--- src/rtl/mem_store_buffer.sv ---
// Posted-write store buffer in front of a single-ported memory: stores retire
// into a circular FIFO, loads bypass queued writes unless they hit a buffered word.
//
// state | meaning
// IDLE  | no memory transaction in flight
// WR    | draining the head entry, waiting for mem_ack
// RD    | load issued to memory, waiting for mem_ack
module mem_store_buffer #(
  parameter  int DATA_W = 32,
  parameter  int ADDR_W = 32,
  parameter  int DEPTH  = 4,
  localparam int BE_W   = DATA_W / 8,
  localparam int LB     = $clog2(BE_W),
  localparam int PW     = $clog2(DEPTH),
  localparam int CW     = PW + 1
) (
  input  logic              clock,
  input  logic              reset_n,
  input  logic              cpu_rd,
  input  logic              cpu_wr,
  input  logic              cpu_sync,
  input  logic [ADDR_W-1:0] cpu_addr,
  input  logic [DATA_W-1:0] cpu_wdata,
  input  logic [BE_W-1:0]   cpu_be,
  output logic [DATA_W-1:0] cpu_rdata,
  output logic              cpu_stall,
  output logic              mem_req,
  output logic              mem_we,
  output logic [ADDR_W-1:0] mem_addr,
  output logic [DATA_W-1:0] mem_wdata,
  output logic [BE_W-1:0]   mem_be,
  input  logic              mem_ack,
  input  logic [DATA_W-1:0] mem_rdata,
  output logic [CW-1:0]     buf_count,
  output logic              buf_full,
  output logic              buf_empty
);

  localparam int WAW = ADDR_W - LB;

  localparam logic [1:0] IDLE = 2'd0;
  localparam logic [1:0] WR   = 2'd1;
  localparam logic [1:0] RD   = 2'd2;

  logic [1:0]        state;
  logic [WAW-1:0]    ent_addr  [DEPTH];
  logic [DATA_W-1:0] ent_data  [DEPTH];
  logic [BE_W-1:0]   ent_be    [DEPTH];
  logic [DEPTH-1:0]  ent_valid;
  logic [PW-1:0]     head;
  logic [PW-1:0]     tail;
  logic              done;
  logic              hazard;
  logic              store_req;
  logic              push;
  logic              pop;
  logic              load_go;
  logic [WAW-1:0]    cpu_waddr;
  logic              unused_addr_lsb;

  assign cpu_waddr       = cpu_addr[ADDR_W-1:LB];
  assign unused_addr_lsb = ^cpu_addr[LB-1:0];

  assign buf_full  = (buf_count == CW'(DEPTH));
  assign buf_empty = (buf_count == '0);
  assign mem_req   = (state != IDLE);

  // a simultaneous load wins; the store half of the request is dropped
  assign store_req = cpu_wr & ~cpu_rd;
  assign push      = store_req & (|cpu_be) & ~buf_full;
  assign pop       = (state == WR) & mem_ack;
  assign load_go   = (state == IDLE) & cpu_rd & ~done & ~hazard;

  always_comb begin
    hazard = 1'b0;
    for (int i = 0; i < DEPTH; i++) begin
      if (ent_valid[PW'(i)] && (ent_addr[PW'(i)] == cpu_waddr)) hazard = 1'b1;
    end
  end

  // stall is forced low while reset is asserted so the CPU is released at once
  assign cpu_stall = reset_n & ((cpu_rd & ~done) |
                                (store_req & (|cpu_be) & buf_full) |
                                (cpu_sync & ~(buf_empty & (state == IDLE))));

  always_ff @(posedge clock or negedge reset_n) begin
    if (!reset_n) begin
      head      <= '0;
      tail      <= '0;
      buf_count <= '0;
      ent_valid <= '0;
    end else begin
      if (push) begin
        ent_valid[tail] <= 1'b1;
        tail            <= tail + 1'b1;
      end
      if (pop) begin
        ent_valid[head] <= 1'b0;
        head            <= head + 1'b1;
      end
      case ({push, pop})
        2'b10:   buf_count <= buf_count + 1'b1;
        2'b01:   buf_count <= buf_count - 1'b1;
        default: buf_count <= buf_count;
      endcase
    end
  end

  always_ff @(posedge clock) begin
    if (push) begin
      ent_addr[tail] <= cpu_waddr;
      ent_data[tail] <= cpu_wdata;
      ent_be[tail]   <= cpu_be;
    end
  end

  always_ff @(posedge clock or negedge reset_n) begin
    if (!reset_n) begin
      state     <= IDLE;
      mem_we    <= 1'b0;
      mem_addr  <= '0;
      mem_wdata <= '0;
      mem_be    <= '0;
      cpu_rdata <= '0;
      done      <= 1'b0;
    end else begin
      done <= 1'b0;
      case (state)
        IDLE: begin
          if (load_go) begin
            state    <= RD;
            mem_we   <= 1'b0;
            mem_addr <= {cpu_waddr, {LB{1'b0}}};
            mem_be   <= '1;
          end else if (!buf_empty) begin
            state     <= WR;
            mem_we    <= 1'b1;
            mem_addr  <= {ent_addr[head], {LB{1'b0}}};
            mem_wdata <= ent_data[head];
            mem_be    <= ent_be[head];
          end
        end
        WR: begin
          if (mem_ack) state <= IDLE;
        end
        RD: begin
          if (mem_ack) begin
            state     <= IDLE;
            cpu_rdata <= mem_rdata;
            done      <= 1'b1;
          end
        end
        default: state <= IDLE;
      endcase
    end
  end

endmodule

--- config.mk ---
export PLATFORM = sky130hd
export DESIGN_NAME = mem_store_buffer
export DESIGN_NICKNAME = d
export VERILOG_FILES = /design/src/rtl/mem_store_buffer.sv
export SDC_FILE = /design/constraint.sdc
export NUM_CORES = 1
export LEC_CHECK = 0
export ABC_AREA = 1
export BUFFER_PORTS_ARGS = -buffer_cell sky130_fd_sc_hd__buf_2
export CAP_MARGIN = 10
export CELL_PAD_IN_SITES_DETAIL_PLACEMENT = 1
export CELL_PAD_IN_SITES_GLOBAL_PLACEMENT = 1
export CORE_MARGIN = 3
export CORE_UTILIZATION = 49
export CTS_CLUSTER_SIZE = 40
export DETAILED_ROUTE_END_ITERATION = 8
export PLACE_DENSITY_LB_ADDON = 0.1
export SLEW_MARGIN = 20
export SYNTH_ARGS = -nofsm -noshare
export SYNTH_HDL_FRONTEND = slang
export SYNTH_SLANG_ARGS = --single-unit
--- constraint.sdc ---
create_clock -name clock -period 12.15 [get_ports clock]
set_input_delay 2.43 -clock clock [delete_from_list [all_inputs] [get_ports clock]]
set_output_delay 2.43 -clock clock [all_outputs]
set_load 0.02 [all_outputs]
# After elaboration in Yosys (flattened, before gate mapping)

Memory sizes are Yosys's and may differ from the RTL's. A register that Yosys moved wholly into a read port is not among the register bits.
Index checks and enable logic that the tools add are counted.

Divide/modulo/power cells: 0
Bitwise operators: 24
Multiply operators: 0
Multiplexer cells: 23
Shifts and indexed selects: 0
Order comparisons: 4
Add/subtract/negate cells: 4
Reduce and logical (&&, ||, !) cells: 15
Equality and inequality tests: 10

Operators with widths:

| cell                                                               | number |
|---|---|
| 2-to-1 mux 32 bit                                                  | 2 |
| == test 30 bit                                                     | 2 |
| 2-to-1 mux 4 bit                                                   | 4 |
| bitwise AND 1 bit                                                  | 12 |
| 2-to-1 mux 1 bit                                                   | 10 |
| inverter 1 bit                                                     | 7 |
| < comparator 2 x 3 -> 1 bit (second input constant)                | 2 |
| 2-to-1 mux 2 bit                                                   | 3 |
| one-hot mux 3 bit (2 select lines)                                 | 1 |
| AND reduction 2 bit                                                | 3 |
| adder 2 x 1 -> 2 bit (second input constant)                       | 2 |
| bitwise AND 4 bit                                                  | 1 |
| demux 1 bit (select 2 bit)                                         | 2 |
| == test 2 x 1 -> 1 bit (second input constant)                     | 2 |
| == test 2 bit (second input constant)                              | 2 |
| greater-or-equal comparator 2 x 1 -> 1 bit (second input constant) | 2 |
| logical AND 1 bit                                                  | 4 |
| != test 2 x 1 -> 1 bit (second input constant)                     | 2 |
| inverter 4 bit                                                     | 1 |
| OR 4 bit                                                           | 1 |
| one-hot mux 2 bit (2 select lines)                                 | 1 |
| nonzero test 2 bit                                                 | 2 |
| OR reduction 4 bit                                                 | 1 |
| adder 3 x 1 -> 3 bit (second input constant)                       | 1 |
| 9 further kinds                                                    | 10 |

Memories: 3
Output and inout port bits: 108
Register bits after elaboration: 83
Logic and storage cells: 93
Memory bits (read-only): 0
RAM bits: 264
Latch bits: 0

Memories:

| memory   | depth | bits a word | rd ports | clocked after memory_dff | wr ports | line | RTL |
|---|---|---|---|---|---|---|---|
| ent_data | 4     | 32          | 1        | 1                        | 1        | 47   | `logic [DATA_W-1:0] ent_data [DEPTH];` |
| ent_addr | 4     | 30          | 3        | 0                        | 1        | 46   | `logic [WAW-1:0] ent_addr [DEPTH];` |
| ent_be   | 4     | 4           | 1        | 0                        | 1        | 48   | `logic [BE_W-1:0] ent_be [DEPTH];` |

# Longest topological paths before layout

Gate-level depths: netlist of run 1.

Depth after elaboration: 8
Depth in mapped cells: 15

# Least setup slack after synthesis of run 1

No wires, ideal clock.

Kind: input -> register
Start point: in cpu_be[3]
End point: mem ent_addr[0][0] in the netlist's numbering, enable pin
Path slack: 5957 ps
Buffers on the path: 0
Stages: 6
Data required time: 11658 ps
Arrival: 5701 ps
Path through: nor2_1 > nand2_1 > nand3_1 > nor2_1 > inv_1 > nor2_1

Word-level cells in the longest chain between the ends: 5

RTL lines:

| item                                   | line | RTL |
|---|---|---|
| start: declaration                     | 24   | `input logic [BE_W-1:0] cpu_be,` |
| OR reduction 4 bit                     | 70   | `assign push = store_req & (\|cpu_be) & ~buf_full;` |
| bitwise AND 1 bit (2 in a row)         | 70   |  |
| 2-to-1 mux 1 bit                       | 110  | `if (push) begin` |
| 2-to-1 mux 1 bit (implied by the code) | 111  | `ent_addr[tail] <= cpu_waddr;` |
| end: declaration                       | 46   |  |

Every way passes these cells.

# Worst setup path in the final report of run 1

Start point: in reset_n
End point: out cpu_stall

Word-level cells in the longest chain between the ends: 1

RTL lines:

| item               | line | RTL |
|---|---|---|
| start: declaration | 18   | `input logic reset_n,` |
| bitwise AND 1 bit  | 82   | `assign cpu_stall = reset_n & ((cpu_rd & ~done) \|` |
| end: declaration   | 26   | `output logic cpu_stall,` |

Every way passes these cells.

==> impl_metrics.env, run 1 <==
export IMPL_synth_seq_cells=375
export IMPL_path_buf_inv=3
export IMPL_seq_area_frac_synth_pct=66.8
export IMPL_die_w_um=187
export IMPL_grt_ovfl_total=0
export IMPL_via_per_inst=5.37
export IMPL_avgSynthCellArea_um2=10.2
export IMPL_drv_cap=0
export IMPL_dp_hpwl_um=27400
export IMPL_critical_path_class="input port to primary output"
export IMPL_switching_power_mw=1.81
export IMPL_synth_edf_count=264
export IMPL_drtAntennaViolNets=0
export IMPL_mappedNetlistArea_um2=16000
export IMPL_max_slew_margin_pct=27.6
export IMPL_hold_viol=0
export IMPL_clock_path_buffers=3
export IMPL_ir_drop_uv=144
export IMPL_cts_tree="built"
export IMPL_final_nets=1877
export IMPL_yosysTopAreaCellShare_pct=49.5
export IMPL_holdCritPathClass="register to register"
export IMPL_required_ns=9.72
export IMPL_finalSetupViolCount=0
export IMPL_yosysTopAreaCell="edfxtp_1"
export IMPL_fmax_ghz=0.174
export IMPL_gp_congestion=0.870
export IMPL_track_usage_pct=25.2
export IMPL_yosysMostFrequentCell="nand2_1"
export IMPL_cts_inserted_buffers=41
export IMPL_grt_pass1_vias=13100
export IMPL_cp_slowest_stage_delay_ns=0.42
export IMPL_p_leak_nw=8.24
export IMPL_path_clk_slew_ns=0.05
export IMPL_synth_cell_types=33
export IMPL_rsz0062_at_grt="false"
export IMPL_area_growth_pct=17.2
export IMPL_antenna_found_initial=6
export IMPL_fin_skew_ns=0.0197
export IMPL_cts_resized=0
export IMPL_hold_buffers=0
export IMPL_cp_arrival_ns=3.32
export IMPL_power_frac_comb_pct=34.8
export IMPL_drive_gt1_share_pct=17.5
export IMPL_ys_dominant_reg_cell="edfxtp_1"
export IMPL_path_depth=4
export IMPL_io_pins=214
export IMPL_post_drt_wl_per_cell_um=19.9
export IMPL_dr_pass1_iters=5
export IMPL_cts_setup_buffers=0
export IMPL_clkPwrFrac_pct=26.4
export IMPL_reg2reg_depth=6
export IMPL_path_cells="buf_4 -> inv_1 -> a31oi_1 -> buf_2"
export IMPL_setup_tns_ns=0
export IMPL_status="complete, no violations"
export IMPL_worst_slew_pin_slew_ns=1.09
export IMPL_grt_max_degree=95
export IMPL_port_buffers=209
export IMPL_ctsRootBufferMaster="clkbuf_16"
export IMPL_ys_warn_count=0
export IMPL_p_per_area_nw_per_um2=250
export IMPL_post_route_period_util_pct=47.3
export IMPL_drtIter0Drc=836
export IMPL_drt_drc_violations_left=0
export IMPL_start_util_pct=50.2
export IMPL_rows=65
export IMPL_place_ws_ns=6.36
export IMPL_clkLatencyLatePin_ns=0.54
export IMPL_async_reset_ff_share_pct=29.6
export IMPL_clock_sinks=375
export IMPL_coreArea_um2=31900
export IMPL_routed_wirelength_um=44400
export IMPL_pwr_share_seq_pct=38.8
export IMPL_grt_first_pass_wirelength_um=70400
export IMPL_report_final_slew_viol_count=0
export IMPL_slowest_stage="buf_4"
export IMPL_die_y_um=187
export IMPL_cp_max_fo=30
export IMPL_synthTopCellsByCount="nand2_1 (573), edfxtp_1 (264), o21ai_0 (113)"
export IMPL_setup_slack_ns=6.40
export IMPL_synth_area_leaders="edfxtp_1 (50%), dfrtp_1 (17%), nand2_1 (13%), o21ai_0 (3.5%), inv_1 (2.6%)"
export IMPL_netSwitchingFraction_pct=38.6
export IMPL_min_path_cells=2
export IMPL_start_kind="input port"
export IMPL_period_needed_ns=5.75
export IMPL_dr_total_vias=12000
export IMPL_syn_inst=1565
export IMPL_dieArea_um2=34900
export IMPL_p_int_mw=2.88
export IMPL_endpoint_kind="primary output"
export IMPL_path_delay_family="buffers and inverters"
export IMPL_power_total_mw=4.70
export IMPL_cts_max_level=2
[metal layers]
metal	part of all wire [%]	up-vias	GRT usage [%]
met2	52	261	45.8
met1	41	6022	30.5
met4	2.6	8	8.35
met3	4.5	83	4.45
li1	-	5586	-
met5	0.11	-	0
[layout by cell type (no fill, tap or decap), types with 2 or more instances in the layout]
| cell type | Yosys | layout |
|---|---|---|
| buf_4 | 2 | 16 |
| clkinv_2 | 0 | 7 |
| clkbuf_8 | 0 | 4 |
| a32o_1 | 33 | 33 |
| clkinv_1 | 2 | 2 |
| nor2_4 | 0 | 5 |
| xor2_1 | 5 | 5 |
| nand3_1 | 39 | 39 |
| nor3_1 | 3 | 3 |
| xnor2_1 | 12 | 12 |
| o22ai_1 | 4 | 4 |
| nand2_1 | 573 | 573 |
| ha_1 | 10 | 10 |
| o21ai_0 | 113 | 113 |
| a21oi_1 | 70 | 69 |
| clkbuf_1 | 45 | 13 |
| clkinvlp_4 | 0 | 3 |
| nor2_1 | 90 | 85 |
| inv_2 | 13 | 13 |
| buf_2 | 16 | 208 |
| clkbuf_16 | 0 | 42 |
| dfrtp_1 | 111 | 109 |
| inv_1 | 111 | 111 |
| conb_1 | 1 | 2 |
| o21ai_2 | 2 | 2 |
| diode_2 | 0 | 2 |
| bufinv_16 | 0 | 3 |
| edfxtp_1 | 264 | 264 |
| o21ai_1 | 20 | 20 |
| nand4_1 | 8 | 8 |
[layout make-up]
class | count | area, um^2
clock buffers | 59 | 1150
clock inverters | 16 | 191
well taps | 435 | 544
multi-input cells | 992 | 4530
repair buffers | 224 | 1160
inverters | 126 | 474
fillers | 3543 | 13100
diodes | 2 | 5.00
flip-flops and latches | 375 | 10700
[kinds of logic after synthesis]
family,Yosys count,share of synthesized area [%]
compound gates,244,8.76
fa+ha+maj,11,0.906
simple gates,718,17.4
flops,375,66.8
buf+inv,199,5.12
other cells,1,0.0234
xor+xnor,17,0.930
[state kept, by name, indices dropped and copies added, names as in the netlist, 2 cells and up]
signal / flops
buf_count: 3
cpu_rdata: 32
ent_addr: 120
ent_be: 16
ent_data: 128
ent_valid: 2
head: 2
mem_addr: 30
mem_be: 4
mem_wdata: 32
state: 2
tail: 2
[path summary, 6_finish.rpt]
kind	endpoint	from	slack (ns)
max in group asynchronous	head[0]	reset_n	8.59
setup reg to reg	mem_be[0]	head[0]	8.86
setup / recovery	cpu_stall	reset_n	6.40
hold / removal	mem_addr[14]	mem_addr[14]	0.47
min in group asynchronous	mem_addr[11]	reset_n	1.87
hold reg to reg	mem_addr[14]	mem_addr[14]	0.47
[worst reg2reg max path, cell delays in order, from the launching register on]
cell	delay [ns]
dfrtp_4	1.10
clkinv_2	0.65
buf_4	0.62
o21ai_0	0.45
o22ai_1	0.14
nor2_1	0.15
a21oi_1	0.06
[stage by stage]
stage          hold WS, ns  std cells  cell area [um^2]  util, %
2_1_floorplan        0.475       1566             16000        -
3_3_place_gp         0.453       2152             17400     54.7
3_5_place_dp         0.460       2152             17400     54.7
4_1_cts              0.476       2227             18800     58.9
5_1_grt              0.496       2229             18800     58.9
6_report             0.472       2229             18800     58.9
[power by group through the flow]
| stage | registers [mW] | logic (mW) | clock network, mW |
|---|---|---|---|
| detailed placement | 1.84 | 1.63 | 0 |
| finish | 1.82 | 1.63 | 1.24 |
| global placement | 1.83 | 1.57 | 0 |
| global route | 1.86 | 1.82 | 1.32 |
| CTS | 1.83 | 1.66 | 1.27 |
| floorplan | 1.99 | 0.941 | 0 |
Note: power is estimated with default switching activity, not from simulation.
==> inputs of run 2 (changes only) <==
--- a/config.mk
+++ b/config.mk
@@ -5,7 +5,7 @@
 export SDC_FILE = /design/constraint.sdc
 export NUM_CORES = 1
 export LEC_CHECK = 0
-export ABC_AREA = 1
+export ABC_AREA = 0
 export BUFFER_PORTS_ARGS = -buffer_cell sky130_fd_sc_hd__buf_2
 export CAP_MARGIN = 10
 export CELL_PAD_IN_SITES_DETAIL_PLACEMENT = 1
==> constraint.sdc (replaced) <==
create_clock -name clock -period 5.8 [get_ports clock]
set_input_delay 1.16 -clock clock [delete_from_list [all_inputs] [get_ports clock]]
set_output_delay 1.16 -clock clock [all_outputs]
set_load 0.02 [all_outputs]
==> impl_metrics.env, run 2 <==
export IMPL_start_kind="register"
export IMPL_path_buf_inv=3
export IMPL_cp_arrival_ns=2.73
export IMPL_async_reset_ff_share_pct=29.6
export IMPL_grt_pass1_vias=9228
export IMPL_required_ns=4.64
export IMPL_holdCritPathClass="register to register"
export IMPL_hold_buffers=0
export IMPL_path_cells="or3_1 -> clkinv_1 -> buf_4 -> a21boi_0 -> o31a_1 -> buf_2"
export IMPL_netSwitchingFraction_pct=33.3
export IMPL_utilization_pct=58.7
export IMPL_critical_path_class="register to primary output"
export IMPL_reg2reg_slack_ns=2.39
export IMPL_clkPwrFrac_pct=24.7
export IMPL_die_y_um=183
export IMPL_dp_hpwl_um=22300
export IMPL_fin_skew_ns=0.0219
export IMPL_report_final_slew_viol_count=0
export IMPL_setup_slack_ns=1.91
export IMPL_slowest_stage="or3_1"
export IMPL_p_per_area_nw_per_um2=531
export IMPL_rsz0062_at_grt="false"
export IMPL_clock_sinks=375
export IMPL_pwr_share_seq_pct=40.2
export IMPL_finalSetupViolCount=0
export IMPL_yosysTopAreaCellShare_pct=51.4
export IMPL_mappedNetlistArea_um2=15400
export IMPL_syn_inst=868
export IMPL_hold_viol=0
export IMPL_synthTopCellsByCount="edfxtp_1 (264), dfrtp_1 (111), mux4_2 (66)"
export IMPL_cp_max_fo=19
export IMPL_ys_dominant_reg_cell="edfxtp_1"
export IMPL_switching_power_mw=3.20
export IMPL_area_growth_pct=17.3
export IMPL_ctsRootBufferMaster="clkbuf_16"
export IMPL_synth_seq_cells=375
export IMPL_endpoint_kind="primary output"
export IMPL_synth_edf_count=264
export IMPL_post_drt_wl_per_cell_um=23.3
export IMPL_coreArea_um2=30800
export IMPL_dieArea_um2=33600
export IMPL_gp_congestion=0.735
export IMPL_path_delay_family="buffers and inverters"
export IMPL_port_buffers=209
export IMPL_drive_gt1_share_pct=36.5
export IMPL_clkLatencyLatePin_ns=0.53
export IMPL_hold_ws_ns=0.490
export IMPL_cts_inserted_buffers=40
export IMPL_io_pins=214
export IMPL_setup_tns_ns=0
export IMPL_grt_max_degree=50
export IMPL_finish_cell_count_without_fillers=1516
export IMPL_period_needed_ns=3.89
export IMPL_drtAntennaViolNets=0
export IMPL_regMostFlops="ent_data"
export IMPL_largest_reg_flops=128
export IMPL_p_leak_nw=6.79
export IMPL_via_per_inst=5.59
export IMPL_top_regs="ent_data (128), ent_addr (120)"
export IMPL_antenna_diode_count=0
export IMPL_synth_area_leaders="edfxtp_1 (51%), dfrtp_1 (18%), mux4_2 (9.6%), xnor2_1 (3.6%), mux2_2 (2.8%)"
export IMPL_yosysMostFrequentCell="edfxtp_1"
export IMPL_power_total_mw=9.62
export IMPL_cts_setup_buffers=0
export IMPL_rows=64
export IMPL_antenna_found_initial=3
export IMPL_final_nets=1206
export IMPL_postPlaceCellArea_um2=16900
export IMPL_yosysTopAreaCell="edfxtp_1"
export IMPL_synth_cell_types=44
export IMPL_fmax_ghz=0.257
export IMPL_grt_first_pass_wirelength_um=54500
export IMPL_place_ws_ns=1.54
export IMPL_cts_max_level=2
export IMPL_max_slew_margin_pct=29.7
export IMPL_avgSynthCellArea_um2=17.8
export IMPL_grt_ovfl_total=0
export IMPL_cp_slowest_stage_delay_ns=0.48
export IMPL_drt_drc_violations_left=0
export IMPL_dr_total_vias=8467
export IMPL_drv_cap=0
export IMPL_stdcell_area_um2=18100
export IMPL_final_common_cell="edfxtp_1"
export IMPL_clock_path_buffers=3
export IMPL_drtIter0Drc=468
export IMPL_start_util_pct=50.0
export IMPL_path_clk_slew_ns=0.06
export IMPL_die_w_um=183
export IMPL_cts_tree="built"
export IMPL_placedCellCount=1442
export IMPL_cts_resized=0
export IMPL_post_route_period_util_pct=67.1
export IMPL_routed_wirelength_um=35300
export IMPL_seq_area_frac_synth_pct=69.4
export IMPL_ys_warn_count=0
export IMPL_most_common_layout_cells="edfxtp_1 (264), buf_2 (208), dfrtp_1 (109)"
export IMPL_dr_pass1_iters=4
export IMPL_status="complete, no violations"
export IMPL_ir_drop_uv=351
export IMPL_track_usage_pct=21.1
export IMPL_worst_slew_pin_slew_ns=1.05
export IMPL_power_frac_comb_pct=35.1
export IMPL_p_int_mw=6.41
==> run 2: cells by family after synthesis <==
logic type	count (synthesis)	share of synthesized area (%)
AO/OA/AOI/OAI	81	4.39
XOR/XNOR	65	3.69
flip-flops	375	69.4
buffers and inverters	67	2.32
other	1	0.0243
adder cells (fa/ha/maj)	11	0.941
multiplexers	131	14.9
AND/OR/NAND/NOR	137	4.37
==> run 2: final cells by class <==
type	instances	area, um^2
Multi-Input combinational cell	427	4390
Sequential cell	375	10700
Clock buffer	59	1120
Inverter	18	67.6
Tap cell	396	495
Timing Repair Buffer	227	1220
Fill cell	2863	12700
Clock inverter	14	95.1
==> run 2: layer usage <==
| layer | share of wire, % | vias up | wire length (um) | GRT usage [%] |
|---|---|---|---|---|
| met2 | 51 | 177 | 18000 | 36.8 |
| met3 | 5.1 | 52 | 1800 | 4.69 |
| li1 | - | 3804 | - | - |
| met1 | 42 | 4428 | 14900 | 27.5 |
| met5 | 0.079 | - | 28 | 0 |
| met4 | 1.7 | 6 | 586 | 4.39 |
==> run 2: worst paths after layout <==
kind                                 startpoint             to  depth (start not counted)
min in group asynchronous               reset_n   mem_addr[14]                          1
max in group asynchronous               reset_n        head[0]                          2
worst min register to register    mem_wdata[15]  mem_wdata[15]                          1
worst max-delay path               buf_count[1]      cpu_stall                          6
worst min-delay path              mem_wdata[15]  mem_wdata[15]                          1
worst max register to register  ent_addr[1][21]  mem_wdata[22]                          8
==> run 2: power groups by stage <==
| stage | Combinational (mW) | Clock (mW) | Sequential, mW |
|---|---|---|---|
| 5_1_grt | 3.66 | 2.55 | 3.95 |
| 2_1_floorplan | 2.08 | 0 | 4.23 |
| 3_5_place_dp | 3.34 | 0 | 3.98 |
| 3_3_place_gp | 3.27 | 0 | 3.95 |
| 4_1_cts | 3.36 | 2.44 | 3.94 |
| 6_report | 3.37 | 2.37 | 3.87 |
==> run 2: worst reg2reg max path, stage by stage, from the launching register on <==
cell	delay, ns
edfxtp_1	0.42
xnor2_1	0.41
nand4_1	0.18
nor4_1	0.38
a22oi_2	0.38
buf_4	0.38
a21boi_4	0.18
buf_4	0.54
mux2_2	0.44
